### config.mk
export PLATFORM = sky130hd
export DESIGN_NAME = mem_stage_lsu
export DESIGN_NICKNAME = d
export VERILOG_FILES = /design/src/rtl/riscv_pkg.sv /design/src/rtl/lsu_align.sv /design/src/rtl/mem_stage_lsu.sv
export SDC_FILE = /design/constraint.sdc
export NUM_CORES = 1
export LEC_CHECK = 0
export ABC_CLOCK_PERIOD_IN_PS = 7650
export CAP_MARGIN = 20
export CORE_AREA = 2 2 157 159
export DETAILED_ROUTE_END_ITERATION = 7
export DIE_AREA = 0 0 159 161
export PLACE_DENSITY = 0.86
export SYNTH_ARGS = -nofsm -noshare
export SYNTH_HDL_FRONTEND = slang
export SYNTH_SLANG_ARGS = --single-unit
### constraint.sdc
create_clock -name clk -period 7.65 [get_ports clk]
set_clock_uncertainty 0.2 [all_clocks]
set_input_delay 1.1475 -clock clk [delete_from_list [all_inputs] [get_ports clk]]
set_output_delay 1.1475 -clock clk [all_outputs]
set_load 0.005 [all_outputs]
### src/rtl/riscv_pkg.sv
// ============================================================================
// riscv_pkg : LSU operation/state types and operation decode helpers.
// Revision  : 1.0
// ============================================================================
`default_nettype none

package riscv_pkg;

  typedef enum logic [3:0] {
    LSU_NONE = 4'd0,
    LSU_LB   = 4'd1,
    LSU_LH   = 4'd2,
    LSU_LW   = 4'd3,
    LSU_LD   = 4'd4,
    LSU_LBU  = 4'd5,
    LSU_LHU  = 4'd6,
    LSU_LWU  = 4'd7,
    LSU_SB   = 4'd8,
    LSU_SH   = 4'd9,
    LSU_SW   = 4'd10,
    LSU_SD   = 4'd11
  } lsu_op_t;

  typedef enum logic [2:0] {
    IDLE  = 3'd0,
    REQ   = 3'd1,
    WAIT  = 3'd2,
    DONE  = 3'd3,
    DRAIN = 3'd4
  } lsu_state_t;

  function automatic logic lsu_is_load(input lsu_op_t op);
    return (op inside {LSU_LB, LSU_LH, LSU_LW, LSU_LD, LSU_LBU, LSU_LHU, LSU_LWU});
  endfunction

  function automatic logic lsu_is_store(input lsu_op_t op);
    return (op inside {LSU_SB, LSU_SH, LSU_SW, LSU_SD});
  endfunction

  // log2 of the access size in bytes
  function automatic logic [1:0] lsu_size(input lsu_op_t op);
    logic [1:0] sz;
    case (op)
      LSU_LB, LSU_LBU, LSU_SB: sz = 2'd0;
      LSU_LH, LSU_LHU, LSU_SH: sz = 2'd1;
      LSU_LW, LSU_LWU, LSU_SW: sz = 2'd2;
      default:                 sz = 2'd3;
    endcase
    return sz;
  endfunction

endpackage

`default_nettype wire

### src/rtl/lsu_align.sv
// ============================================================================
// lsu_align : byte enables, store-lane replication and load extraction.
// Revision  : 1.0
// ============================================================================
`default_nettype none

module lsu_align
  import riscv_pkg::*;
#(
  parameter int XLEN = 64
) (
  input  lsu_op_t          op_i,
  input  logic [2:0]       offset_i,
  input  logic [XLEN-1:0]  store_data_i,
  input  logic [63:0]      rdata_i,
  output logic [7:0]       be_o,
  output logic [63:0]      wdata_o,
  output logic [XLEN-1:0]  load_data_o,
  output logic             misaligned_o
);

  logic [1:0]  w_size;
  logic [2:0]  w_off;
  logic [63:0] w_shifted;
  logic        w_sext;

  always_comb begin
    w_size = lsu_size(op_i);
    w_sext = (op_i inside {LSU_LB, LSU_LH, LSU_LW});

    // Offset bits below the access size are dropped (align down)
    case (w_size)
      2'd0:    w_off = offset_i;
      2'd1:    w_off = {offset_i[2:1], 1'b0};
      2'd2:    w_off = {offset_i[2], 2'b00};
      default: w_off = 3'b000;
    endcase
    misaligned_o = (w_off != offset_i);

    case (w_size)
      2'd0:    be_o = 8'h01 << w_off;
      2'd1:    be_o = 8'h03 << w_off;
      2'd2:    be_o = 8'h0F << w_off;
      default: be_o = 8'hFF;
    endcase

    case (w_size)
      2'd0:    wdata_o = {8{store_data_i[7:0]}};
      2'd1:    wdata_o = {4{store_data_i[15:0]}};
      2'd2:    wdata_o = {2{store_data_i[31:0]}};
      default: wdata_o = store_data_i[63:0];
    endcase

    w_shifted = rdata_i >> {w_off, 3'b000};
    case (w_size)
      2'd0:    load_data_o = {{56{w_sext & w_shifted[7]}},  w_shifted[7:0]};
      2'd1:    load_data_o = {{48{w_sext & w_shifted[15]}}, w_shifted[15:0]};
      2'd2:    load_data_o = {{32{w_sext & w_shifted[31]}}, w_shifted[31:0]};
      default: load_data_o = w_shifted;
    endcase
  end

endmodule

`default_nettype wire

### src/rtl/mem_stage_lsu.sv
// ============================================================================
// mem_stage_lsu : MEM-stage load/store unit, one dmem transaction per access.
// Option LSU_MISALIGN_TRAP_EN: misaligned accesses fault without a request.
// Revision      : 1.0
// ============================================================================
`default_nettype none

module mem_stage_lsu
  import riscv_pkg::*;
#(
  parameter int XLEN   = 64,
  parameter int ADDR_W = 64
) (
  input  logic              clk,
  input  logic              rst_n,
  input  logic              flush_i,
  input  logic [ADDR_W-1:0] addr_i,
  input  logic [XLEN-1:0]   store_data_i,
  input  lsu_op_t           lsu_op_i,
  output logic              stall_o,
  output logic [XLEN-1:0]   load_data_o,
  output logic              load_valid_o,
  output logic              fault_o,
  output logic              dmem_req_valid_o,
  input  logic              dmem_req_ready_i,
  output logic [ADDR_W-1:0] dmem_addr_o,
  output logic              dmem_we_o,
  output logic [63:0]       dmem_wdata_o,
  output logic [7:0]        dmem_be_o,
  input  logic              dmem_rsp_valid_i,
  input  logic              dmem_rsp_err_i,
  input  logic [63:0]       dmem_rdata_i
);

`ifdef LSU_MISALIGN_TRAP_EN
  localparam logic MISALIGN_TRAP = 1'b1;
`else
  localparam logic MISALIGN_TRAP = 1'b0;
`endif

  lsu_state_t        state_q, state_d;
  lsu_op_t           op_q;
  logic [ADDR_W-1:0] addr_q;
  logic [63:0]       wdata_q;
  logic [7:0]        be_q;
  logic [XLEN-1:0]   data_q;
  logic              err_q;

  lsu_op_t           al_op;
  logic [2:0]        al_off;
  logic [7:0]        al_be;
  logic [63:0]       al_wdata;
  logic [XLEN-1:0]   al_load;
  logic              al_misaligned;
  logic              trap;
  logic              accept;

  // IDLE aligns the incoming request; afterwards the latched access drives extraction
  assign al_op  = (state_q == IDLE) ? lsu_op_i    : op_q;
  assign al_off = (state_q == IDLE) ? addr_i[2:0] : addr_q[2:0];

  lsu_align #(.XLEN(XLEN)) u_align (
    .op_i         (al_op),
    .offset_i     (al_off),
    .store_data_i (store_data_i),
    .rdata_i      (dmem_rdata_i),
    .be_o         (al_be),
    .wdata_o      (al_wdata),
    .load_data_o  (al_load),
    .misaligned_o (al_misaligned)
  );

  assign trap   = MISALIGN_TRAP & al_misaligned;
  assign accept = (state_q == IDLE) && (lsu_op_i != LSU_NONE) && !flush_i;

  always_ff @(posedge clk or negedge rst_n) begin
    if (!rst_n) begin
      state_q <= IDLE;
    end else begin
      state_q <= state_d;
    end
  end

  always_comb begin
    state_d = state_q;
    case (state_q)
      IDLE:  if (accept) state_d = trap ? DONE : REQ;
      // A handshake coinciding with a flush still owes us a response
      REQ:   if (dmem_req_ready_i) state_d = flush_i ? DRAIN : WAIT;
             else if (flush_i)     state_d = IDLE;
      WAIT:  if (flush_i)               state_d = dmem_rsp_valid_i ? IDLE : DRAIN;
             else if (dmem_rsp_valid_i) state_d = DONE;
      DONE:  state_d = IDLE;
      DRAIN: if (dmem_rsp_valid_i) state_d = IDLE;
      default: state_d = IDLE;
    endcase
  end

  always_ff @(posedge clk or negedge rst_n) begin
    if (!rst_n) begin
      op_q    <= LSU_NONE;
      addr_q  <= '0;
      wdata_q <= '0;
      be_q    <= '0;
      data_q  <= '0;
      err_q   <= 1'b0;
    end else begin
      if (accept) begin
        op_q    <= lsu_op_i;
        addr_q  <= addr_i;
        wdata_q <= al_wdata;
        be_q    <= al_be;
        data_q  <= '0;
        err_q   <= trap;
      end
      if ((state_q == WAIT) && (state_d == DONE)) begin
        data_q <= al_load;
        err_q  <= dmem_rsp_err_i;
      end
    end
  end

  always_comb begin
    dmem_req_valid_o = (state_q == REQ);
    stall_o          = ((lsu_op_i != LSU_NONE) && (state_q != DONE)) || (state_q == DRAIN);
    load_valid_o     = (state_q == DONE) && lsu_is_load(op_q) && !err_q;
    fault_o          = (state_q == DONE) && err_q;
    load_data_o      = load_valid_o ? data_q : '0;
  end

  assign dmem_addr_o  = {addr_q[ADDR_W-1:3], 3'b000};
  assign dmem_we_o    = lsu_is_store(op_q);
  assign dmem_wdata_o = wdata_q;
  assign dmem_be_o    = be_q;

`ifndef SYNTHESIS
  a_no_rsp_in_req: assert property (@(posedge clk) disable iff (!rst_n)
    !((state_q == REQ) && dmem_rsp_valid_i));
  a_req_held: assert property (@(posedge clk) disable iff (!rst_n)
    (dmem_req_valid_o && !dmem_req_ready_i && !flush_i) |=> dmem_req_valid_o);
`endif

endmodule

`default_nettype wire
==> run_results.csv <==
group,metric,value,unit
grt,grt_first_pass_wirelength,66.43,mm
hold_path,holdCritPathClass,"reg2reg",
grt,antenna_found_initial,4,
power,p_clk_frac,0.227,
clocking,hold_buffers,0,
cells_and_area,layout_commonest_cell,"nand2_1",
synth,netlist.area_leader.share,0.4442,
synth,synth_edf_count,0,
grt,track_usage,0.3286,
sta,tns,0,ns
outcome,status,"finished clean",
worst_setup_path,worst_setup_path_start_kind,"flop",
synth,synthFlopType,"dfrtp_1",
synth,yosys_register_bits,208,
route,drc_errors,0,
worst_setup_path,cp_data_required_time,7.80,ns
floorplanning,die-width,159,um
cells_and_area,seq_area,0.005205,mm2
grt,use_met2,0.5512,
power,power_leakage,7.510,nW
worst_setup_path,reg2reg_slack,1.71,ns
placement,placed_cells,1992,
floorplanning,ioPinCount,407,
cells_and_area,drive_gt1_frac,0.05965,
synth,synth_area_leaders,"dfrtp_1 44%, nand2_1 14%, buf_4 4.4%",
placement,pre_cts_slack,1.595,ns
worst_setup_path,startpoint,"state_q[2]",
route,wl_per_cell,21.34,um
hold_path,holdPathStages,2,
grt,grt_pass1_vias,11498,
sta,relSlewSlack,0.3408,
worst_setup_path,cp_max_fo,48,
clocking,postCtsSetupBuffers,0,
cells_and_area,final_cells,2038,
power,p_int,3.136,mW
synth,synth_cell_types,57,
sta,hold_viol,0,
sta,rsz0062_at_grt,"false",
synth,syn-cell-area,0.01172,mm2
cells_and_area,multi_input_area,0.005604,mm2
power,p_per_area,309.4,mW/mm2
power,power,5.020,mW
cells_and_area,nNetsFinal,1905,
clocking,cts_tree,"done",
power,switching_share,0.3752,
floorplanning,die_area,0.02560,mm2
hold_path,min_from,"addr_q[26]",
floorplanning,core_area,0.02396,mm2
sta,max_freq,0.1684,GHz
grt,grt_use_met3,0.07242,
cells_and_area,fill_cells,1869,
route,routed_wirelength,43.50,mm
worst_setup_path,rr_startpoint,"state_q[2]",
sta,setup_ws,1.711,ns
route,dr.pass1.iters,6,
route,routed_via_density,5.859,
clocking,cts.repair.resized,0,
route,vias,11941,
clocking,clock_latency,0.51,ns
route,ant_nets,0,
worst_setup_path,cp-end-kind,"flop",
power,power.switching,1.884,mW
route,first_iter_violations,1192,
synth,synth_top_cell_by_area,"dfrtp_1",
placement,port_buffers,403,
placement,routabilityCongestion,0.9311,
sta,holdWs,0.2700,ns
clocking,clk_pin_slew,0.07,ns
synth,async_flop_share,1.000,
synth,netlist_instances,1421,
synth,yosysWarningCount,0,
placement,placed_area,0.01539,mm2
clocking,clk_root_buffer_cell,"clkbuf_16",
cells_and_area,final_util,0.6770,
floorplanning,rows,57,
floorplanning,initial_utilization,0.4890,
clocking,htreeDepth,1,
job,maxCapViolCount,0,
grt,grt_start_max_net_pins,122,
grt,grt-ovfl-total,0,
clocking,cts-buffers-inserted,23,
synth,avgSynthCellArea,8.247,um2
power,p_seq_frac,0.323,
floorplanning,die_h,161,um
sta,finalCriticalPeriod,5.939,ns
power,vdd_drop_max,166.8,uV
cells_and_area,area_delta_synth_final,38.44,%
power,p_comb_frac,0.450,
worst_setup_path,crit_type,"reg2reg",
sta,fin_crit_sh,0.7764,
clocking,clk_path_buf_depth,3,
cells_and_area,final_cell_area,0.01622,mm2
clocking,cts.sinks,208,
grt,busiest_layer,"met2",
synth,yosysSeqAreaShare,0.4442,
sta,setup_violations,0,
sta,max_slew.worst_pin.slew,0.9798,ns
grt,use_met1,0.4042,
cells_and_area,final_cell_mix,"446 x nand2_1, 402 x clkdlybuf4s50_1, 208 x dfrtp_1",
worst_setup_path,arrival,6.09,ns
sta,report.final.slew_viol_count,0,
placement,dp_hpwl,31.27,mm
worst_setup_path,rr_worst_depth,15,
power by group through the flow:
stage / Sequential, mW / Clock, mW / Combinational, mW
3_3_place_gp: 1.61 / 0 / 2.17
3_5_place_dp: 1.63 / 0 / 2.21
2_1_floorplan: 1.61 / 0 / 1.23
5_1_grt: 1.65 / 1.20 / 2.42
4_1_cts: 1.61 / 1.15 / 2.23
6_report: 1.62 / 1.14 / 2.26
state kept, by name, summed over array words and instances, names as in the netlist:
signal	count
addr_q	64
err_q	1
dmem_wdata_o	64
data_q	64
state_q	3
dmem_be_o	8
op_q	4
cells in the mapped netlist, drive strengths merged, types with 2 or more instances:
cell and count:
nand2 446, clkbuf 87, inv 6, a311oi 8, o21ai 52, or3 3, nand3 29, a211oi 11
and3 39, nor2 134, nand4 2, nor3 13, o31ai 3, mux2 3, buf 86, and2 66
a31oi 24, nand3b 5, dfrtp 208, mux2i 30, nand2b 2, nor4 3, or4b 2, a21oi 38
o211ai 2, a2111oi 17, a221oi 55, a22oi 23, ha 8
path summary, 6_finish.rpt:
path / endpoint
setup / recovery: data_q[23]
hold / removal: addr_q[26]
setup reg to reg: data_q[23]
hold reg to reg: addr_q[26]
max in group asynchronous: addr_q[21]
min in group asynchronous: data_q[30]
critical path, cell delays in order (launching register included):
cell       delay [ns]
dfrtp_1          0.52
nor3_1           0.74
mux2i_1          0.37
inv_1            0.13
ha_1             0.29
mux2i_1          0.15
inv_1            0.12
ha_1             0.53
o21ba_2          0.50
a21boi_4         0.38
buf_4            0.47
mux2i_1          0.28
o211ai_1         0.19
o41ai_4          0.23
buf_4            0.48
o2111ai_1        0.19
metal layers:
metal / wire length [um] / share of wire / vias up
met5: 0 / 0 / -
met4: 2144 / 0.049 / 0
met3: 4215 / 0.097 / 140
met2: 21060 / 0.48 / 728
met1: 16080 / 0.37 / 5763
li1: - / - / 5310
cell families after synthesis:
family                     synth area share
DFF                                  0.4442
other                             0.0003200
adders and majority gates          0.008542
AOI/OAI and AO/OA                    0.1622
and+or+nand+nor                      0.2724
buffers and inverters               0.08253
muxes                               0.02989
layout make-up:
class,instances,area share
multi-input combinational,1036,0.3454
sequential,208,0.3208
timing repair buffer,420,0.2592
clock buffer,33,0.04211
tap,324,0.02499
clock inverter,7,0.005399
inverter,6,0.001388
antenna,4,0.0006170
Power figures use the tool's default switching activity.
